[config.mk]
export PLATFORM = sky130hd
export DESIGN_NAME = ps2_receptor_teclado
export DESIGN_NICKNAME = d
export VERILOG_FILES = /design/src/rtl/ps2_pkg.sv /design/src/rtl/ps2_filtro_flanco.sv /design/src/rtl/ps2_receptor_teclado.sv
export SDC_FILE = /design/constraint.sdc
export NUM_CORES = 1
export LEC_CHECK = 0
export ABC_AREA = 1
export BUFFER_PORTS_ARGS = -buffer_cell sky130_fd_sc_hd__buf_2
export CAP_MARGIN = 5
export CORE_MARGIN = 10
export CORE_UTILIZATION = 50
export CTS_BUF_LIST = sky130_fd_sc_hd__clkbuf_8
export DETAILED_ROUTE_END_ITERATION = 12
export PLACE_DENSITY = 0.77
export REMOVE_ABC_BUFFERS = 1
export SLEW_MARGIN = 20
export SYNTH_ARGS = -nofsm -noshare
export SYNTH_HDL_FRONTEND = slang
export SYNTH_SLANG_ARGS = --single-unit
[constraint.sdc]
create_clock -name clk -period 2.3 [get_ports clk]
set_input_delay 0.23 -clock clk [delete_from_list [all_inputs] [get_ports clk]]
set_output_delay 0.23 -clock clk [all_outputs]
set_load 0.005 [all_outputs]
[src/rtl/ps2_pkg.sv]
// Shared types and constants for the PS/2 keyboard receiver.
package ps2_pkg;

    typedef enum logic [1:0] {
        IDLE,
        DATA,
        PARIDAD,
        PARADA
    } ps2_estado_t;

    localparam logic [7:0] BREAK_CODE = 8'hF0;
    localparam int         FRAME_BITS = 11;

    // Odd parity holds when the byte plus its parity bit carry an odd number of ones.
    function automatic logic paridad_ok(input logic [7:0] byte_v, input logic par_v);
        return ^{byte_v, par_v};
    endfunction

endpackage

[src/rtl/ps2_filtro_flanco.sv]
// PS/2 pad conditioning: two-flop synchronisers, ps2c glitch filter and a
// registered falling-edge strobe of the filtered clock.
module ps2_filtro_flanco #(
    parameter int FILTER_LEN = 8
) (
    input  logic clk,
    input  logic reset,
    input  logic ps2c,
    input  logic ps2d,
    output logic fall,
    output logic ps2d_s
);

    logic                  c_meta_q;
    logic                  c_sync_q;
    logic                  d_meta_q;
    logic                  d_sync_q;
    logic [FILTER_LEN-1:0] filt_sr_q;
    logic                  filt_q;
    logic                  fall_q;

    // The pad path resets to the idle bus level so that a clock already low
    // when reset is released is still seen as a falling edge.
    always_ff @(posedge clk or negedge reset) begin
        if (!reset) begin
            c_meta_q  <= 1'b1;
            c_sync_q  <= 1'b1;
            d_meta_q  <= 1'b1;
            d_sync_q  <= 1'b1;
            filt_sr_q <= '1;
            filt_q    <= 1'b1;
            fall_q    <= 1'b0;
        end else begin
            c_meta_q  <= ps2c;
            c_sync_q  <= c_meta_q;
            d_meta_q  <= ps2d;
            d_sync_q  <= d_meta_q;
            filt_sr_q <= {filt_sr_q[FILTER_LEN-2:0], c_sync_q};
            fall_q    <= 1'b0;
            if (&filt_sr_q) begin
                filt_q <= 1'b1;
            end else if (~|filt_sr_q) begin
                filt_q <= 1'b0;
                fall_q <= filt_q;
            end
        end
    end

    assign fall   = fall_q;
    assign ps2d_s = d_sync_q;

endmodule

[src/rtl/ps2_receptor_teclado.sv]
// PS/2 keyboard frame receiver: FSM, shift register, parity/stop check and watchdog.
// Define PS2_BREAK_FILTER_EN to turn a break sequence (F0 xx) into a single 8'h00 release code.
module ps2_receptor_teclado
    import ps2_pkg::*;
#(
    parameter int FILTER_LEN  = 8,
    parameter int TIMEOUT_CYC = 20000
) (
    input  logic       clk,
    input  logic       reset,
    input  logic       ps2c,
    input  logic       ps2d,
    output logic [7:0] data_out,
    output logic       dato_listo,
    output logic       error_trama,
    output logic       ocupado
);

    localparam int WD_W = $clog2(TIMEOUT_CYC + 1);

    logic              fall;
    logic              ps2d_s;

    ps2_estado_t       state_q;
    logic [2:0]        bit_cnt_q;
    logic [7:0]        shift_q;
    logic              parity_q;
    logic [WD_W-1:0]   wd_q;
    logic [7:0]        data_q;
    logic              listo_q;
    logic              err_q;
`ifdef PS2_BREAK_FILTER_EN
    logic              break_pend_q;
`endif

    logic              frame_ok_d;
    logic              timeout_d;

    ps2_filtro_flanco #(
        .FILTER_LEN (FILTER_LEN)
    ) u_filtro (
        .clk    (clk),
        .reset  (reset),
        .ps2c   (ps2c),
        .ps2d   (ps2d),
        .fall   (fall),
        .ps2d_s (ps2d_s)
    );

    assign frame_ok_d = paridad_ok(shift_q, parity_q) && ps2d_s;
    // A fall in the same cycle always beats the watchdog.
    assign timeout_d  = (state_q != IDLE) && !fall && (wd_q == WD_W'(TIMEOUT_CYC - 1));

    always_ff @(posedge clk or negedge reset) begin
        if (!reset) begin
            state_q      <= IDLE;
            bit_cnt_q    <= '0;
            shift_q      <= '0;
            parity_q     <= 1'b0;
            wd_q         <= '0;
            data_q       <= 8'h00;
            listo_q      <= 1'b0;
            err_q        <= 1'b0;
`ifdef PS2_BREAK_FILTER_EN
            break_pend_q <= 1'b0;
`endif
        end else begin
            listo_q <= 1'b0;
            err_q   <= 1'b0;

            // The fall cycle itself counts, so the watchdog restarts at 1.
            if (state_q == IDLE) begin
                wd_q <= '0;
            end else if (fall) begin
                wd_q <= WD_W'(1);
            end else begin
                wd_q <= wd_q + 1'b1;
            end

            if (timeout_d) begin
                state_q      <= IDLE;
                err_q        <= 1'b1;
                wd_q         <= '0;
                bit_cnt_q    <= '0;
                shift_q      <= '0;
`ifdef PS2_BREAK_FILTER_EN
                break_pend_q <= 1'b0;
`endif
            end else if (fall) begin
                case (state_q)
                    IDLE: begin
                        if (!ps2d_s) begin
                            state_q   <= DATA;
                            bit_cnt_q <= '0;
                        end
                    end
                    DATA: begin
                        shift_q <= {ps2d_s, shift_q[7:1]};
                        if (bit_cnt_q == 3'd7) begin
                            state_q <= PARIDAD;
                        end else begin
                            bit_cnt_q <= bit_cnt_q + 3'd1;
                        end
                    end
                    PARIDAD: begin
                        parity_q <= ps2d_s;
                        state_q  <= PARADA;
                    end
                    PARADA: begin
                        state_q <= IDLE;
                        if (frame_ok_d) begin
`ifdef PS2_BREAK_FILTER_EN
                            if (break_pend_q) begin
                                break_pend_q <= 1'b0;
                                data_q       <= 8'h00;
                                listo_q      <= 1'b1;
                            end else if (shift_q == BREAK_CODE) begin
                                break_pend_q <= 1'b1;
                            end else begin
                                data_q  <= shift_q;
                                listo_q <= 1'b1;
                            end
`else
                            data_q  <= shift_q;
                            listo_q <= 1'b1;
`endif
                        end else begin
                            err_q        <= 1'b1;
`ifdef PS2_BREAK_FILTER_EN
                            break_pend_q <= 1'b0;
`endif
                        end
                    end
                    default: state_q <= IDLE;
                endcase
            end
        end
    end

    assign data_out    = data_q;
    assign dato_listo  = listo_q;
    assign error_trama = err_q;
    assign ocupado     = (state_q != IDLE);

endmodule

==> impl_metrics.yaml <==
cells_and_area:
  fillerInstances: 480
  diodes: 0
  drive_above_1_share_pct: 18.3
  nNetsFinal: 333
  multiInputGateArea_sq_um: 1100
  final-seq-area_sq_um: 1340
  relative_area_change_from_synthesis_to_final_layout_pct: 8.54
critical_path:
  path_max_fanout: 11
  timing.critical_path.mode_cell: "sky130_fd_sc_hd__nand2_1"
  cell_by_cell_trace_of_the_critical_path: "inv_1, ha_1, nor2_2, nand3_2, nor2_2, nand3_2, nand2_1, nor2_4, nand2_4, nand2_1, nand2_1"
  rr_startpoint: "state_q[0]$_DFFE_PN0P_"
  reg2reg_slack_ns: 0.23
  timing.critical_path.required_ns: 2.54
  timing_worst_setup_path_type: "reg -> reg"
  worst_r2r_path_depth: 11
  critical-path-slowest-cell: "sky130_fd_sc_hd__dfrtp_1"
  critPathLaunchType: "flop"
  type_of_element_capturing_the_critical_path: "flop"
  timing.critical_path.arrival_ns: 2.31
  worst_path_largest_cell_delay_ns: 0.42
  worst_r2r_endpoint: "data_out[1]$_DFFE_PN0P_"
sta:
  worst-slew-pin-transition_ns: 0.576
  grt_setup_unrepaired: "no"
  final_period_minus_worst_setup_slack_ns: 2.07
  timing.final.hold_violations: 0
  fmaxAchievable_mhz: 483
  finalSetupViolCount: 0
  fin_worst_skew_ns: 0.0135
  setup-tns-final_ns: 0
  min_period_over_period_pct: 90.0
  maxSlewHeadroom_pct: 61.6
  report.final.slew_viol_count: 0
yosys:
  postSynthCellCount: 302
  synth_area_sq_um: 2650
  synth_seq_cells: 53
  synth_warnings: 0
  postSynthAreaPerCell_sq_um: 8.78
  post_synth_num_cell_types: 32
  synth-seq-area-share_pct: 50.6
placed_design:
  post-dp-hpwl_um: 3600
  buffer_ports.inserted: 14
  weighted_congestion_at_the_end_of_routability_driven_global_placement: 0.806
cts:
  clock_path_buffers: 2
  clkTransAtPathRegs_ns: 0.10
  clk_latency_ns: 0.30
  cts.sinks: 53
  ctsHtreeMaxLevel: 2
  tritoncts: "yes"
  post_cts_setup_buffers: 0
  cts_inserted_buffers: 5
  cts_root_buf: "sky130_fd_sc_hd__clkbuf_8"
detailed_routing:
  post_drt_via_cell_ratio: 4.91
  drt-initial-drc-count: 80
  drt.antenna.violating_nets: 0
  wl_um: 4800
  drt_pass1_iterations: 4
  drc_errors: 0
  via_count: 1931
  wl_per_cell_um: 12.2
global_routing:
  global_route_wire_length_before_repair_um: 8560
  grt_pass1_vias: 1909
  initial_antenna_violation_count: 0
  grt_use_total_pct: 11.9
  grt_max_degree: 31
  gr-total-overflow: 0
outcome:
  run_status: "finished clean"
floorplan:
  floorplan.die.width_um: 92.8
  floorplan.initialDensity_pct: 51.6
  fp.coreArea_sq_um: 5140
  rows: 26
  floorplan.die_area_sq_um: 8620
  die-height_um: 92.8
  num_io_pins: 15
worst_hold_path:
  worstHoldPathCells: 1
  worstHoldEndpoint: "u_filtro.c_meta_q$_DFF_PN1_"
  worst_hold_startpoint: "ps2c"
  hold_class: "in -> reg"
pwr:
  finalPower_uw: 1520
  leakagePower_uw: 0.00139
  ir_worst_vdd_uv: 393
  p_per_area_nw_per_um2: 529
flow_run:
  maxCapViolCount: 0
==> what timing repair did <==
item	4_1_cts	5_1_grt
hold buffers	1	0
gates resized for setup	0	0
endpoints found under the hold margin	23	0
==> where the power goes <==
part / switching, uW / total [uW] / internal [uW]
combinational: 25.5 / 36.7 / 11.2
sequential: 9.09 / 963 / 954
clock: 285 / 522 / 237
total: 319 / 1520 / 1200
==> worst max path at each step <==
stage                           start                      end  slack [ns]  depth (start not counted)
6_report       state_q[0]$_DFFE_PN0P_  data_out[1]$_DFFE_PN0P_        0.23                         11
3_5_place_dp   state_q[0]$_DFFE_PN0P_  data_out[0]$_DFFE_PN0P_        0.25                         11
4_1_cts        state_q[0]$_DFFE_PN0P_  data_out[1]$_DFFE_PN0P_        0.23                         11
5_1_grt        state_q[0]$_DFFE_PN0P_  data_out[2]$_DFFE_PN0P_        0.03                         11
2_1_floorplan  state_q[0]$_DFFE_PN0P_  data_out[0]$_DFFE_PN0P_        0.49                         11
3_3_place_gp   state_q[0]$_DFFE_PN0P_  data_out[5]$_DFFE_PN0P_        0.36                         11
==> cell families after synthesis <==
kind of cell | Yosys count | share of synthesized area [%]
xor+xnor | 3 | 0.991
compound gates | 24 | 5.33
simple gates | 172 | 31.9
flops | 53 | 50.6
fa+ha+maj | 7 | 3.30
buf+inv | 43 | 7.79
==> cells in the final DEF, fill, tap and decap left out, types with 5 or more instances in the layout <==
master and n:
sky130_fd_sc_hd__dfstp_2 13, sky130_fd_sc_hd__inv_1 41, sky130_fd_sc_hd__clkbuf_8 6, sky130_fd_sc_hd__a21oi_1 11, sky130_fd_sc_hd__nand3_1 18, sky130_fd_sc_hd__ha_1 7, sky130_fd_sc_hd__o21ai_0 7, sky130_fd_sc_hd__buf_2 14
sky130_fd_sc_hd__nand2_1 92, sky130_fd_sc_hd__nand4_1 6, sky130_fd_sc_hd__nor2_1 26, sky130_fd_sc_hd__nor3_2 5, sky130_fd_sc_hd__dfrtp_1 40
==> metrics by stage <==
step | setup slack (ns) | utilization [%] | hold WS [ns] | area (sq um) | cells
2_1_floorplan | 0.489 | - | -0.0656 | 2600 | 299
3_3_place_gp | 0.364 | 54.0 | 0.247 | 2780 | 384
3_5_place_dp | 0.245 | 54.0 | 0.257 | 2780 | 384
4_1_cts | 0.233 | 56.0 | 0.0166 | 2880 | 393
5_1_grt | 0.0262 | 56.0 | 0.0172 | 2880 | 393
6_report | 0.229 | 56.0 | 0.0298 | 2880 | 393
==> cell type report <==
type | count | area share [%]
clock inverters | 2 | 0.261
flip-flops and latches | 53 | 46.7
multi-input cells | 206 | 38.3
clock buffers | 6 | 2.87
repair buffers | 16 | 3.48
inverters | 40 | 5.39
well taps | 70 | 3.04
==> state kept, by name, summed over array words and instances (netlist names), 2 cells and up <==
signal and count:
state_q 2, shift_q 8, wd_q 15, u_filtro.filt_sr_q 8, data_out 8, bit_cnt_q 3
==> Yosys cell counts (all sizes together) <==
master,n,area [sq um]
a211oi,1,7.51
a21boi,1,18.8
a21oi,11,55.1
a31oi,1,6.26
buf,3,51.3
dfrtp,40,1000
dfstp,13,342
ha,7,87.6
inv,40,155
nand2,94,363
nand3,24,165
nand3b,1,7.51
nand4,6,37.5
nor2,31,134
nor3,9,70.1
nor3b,5,57.6
nor4,2,12.5
o21ai,10,53.8
xnor2,2,17.5
xor2,1,8.76
==> routing by layer <==
layer | share of wire [%] | up-vias | global-route usage [%]
met5 | 0 | - | 0
met4 | 1.0 | 0 | 4.24
met3 | 2.0 | 4 | 2.58
met2 | 49 | 12 | 19.9
met1 | 48 | 914 | 14.7
li1 | - | 1001 | -
==> critical path, delay by kind of cell (launching register included) <==
kind,cells,cell delay [ns]
adders and majority gates,1,0.29
DFF,1,0.42
and+or+nand+nor,9,1.21
buffers and inverters,1,0.08
No activity file was read; power rests on OpenSTA's default activity.
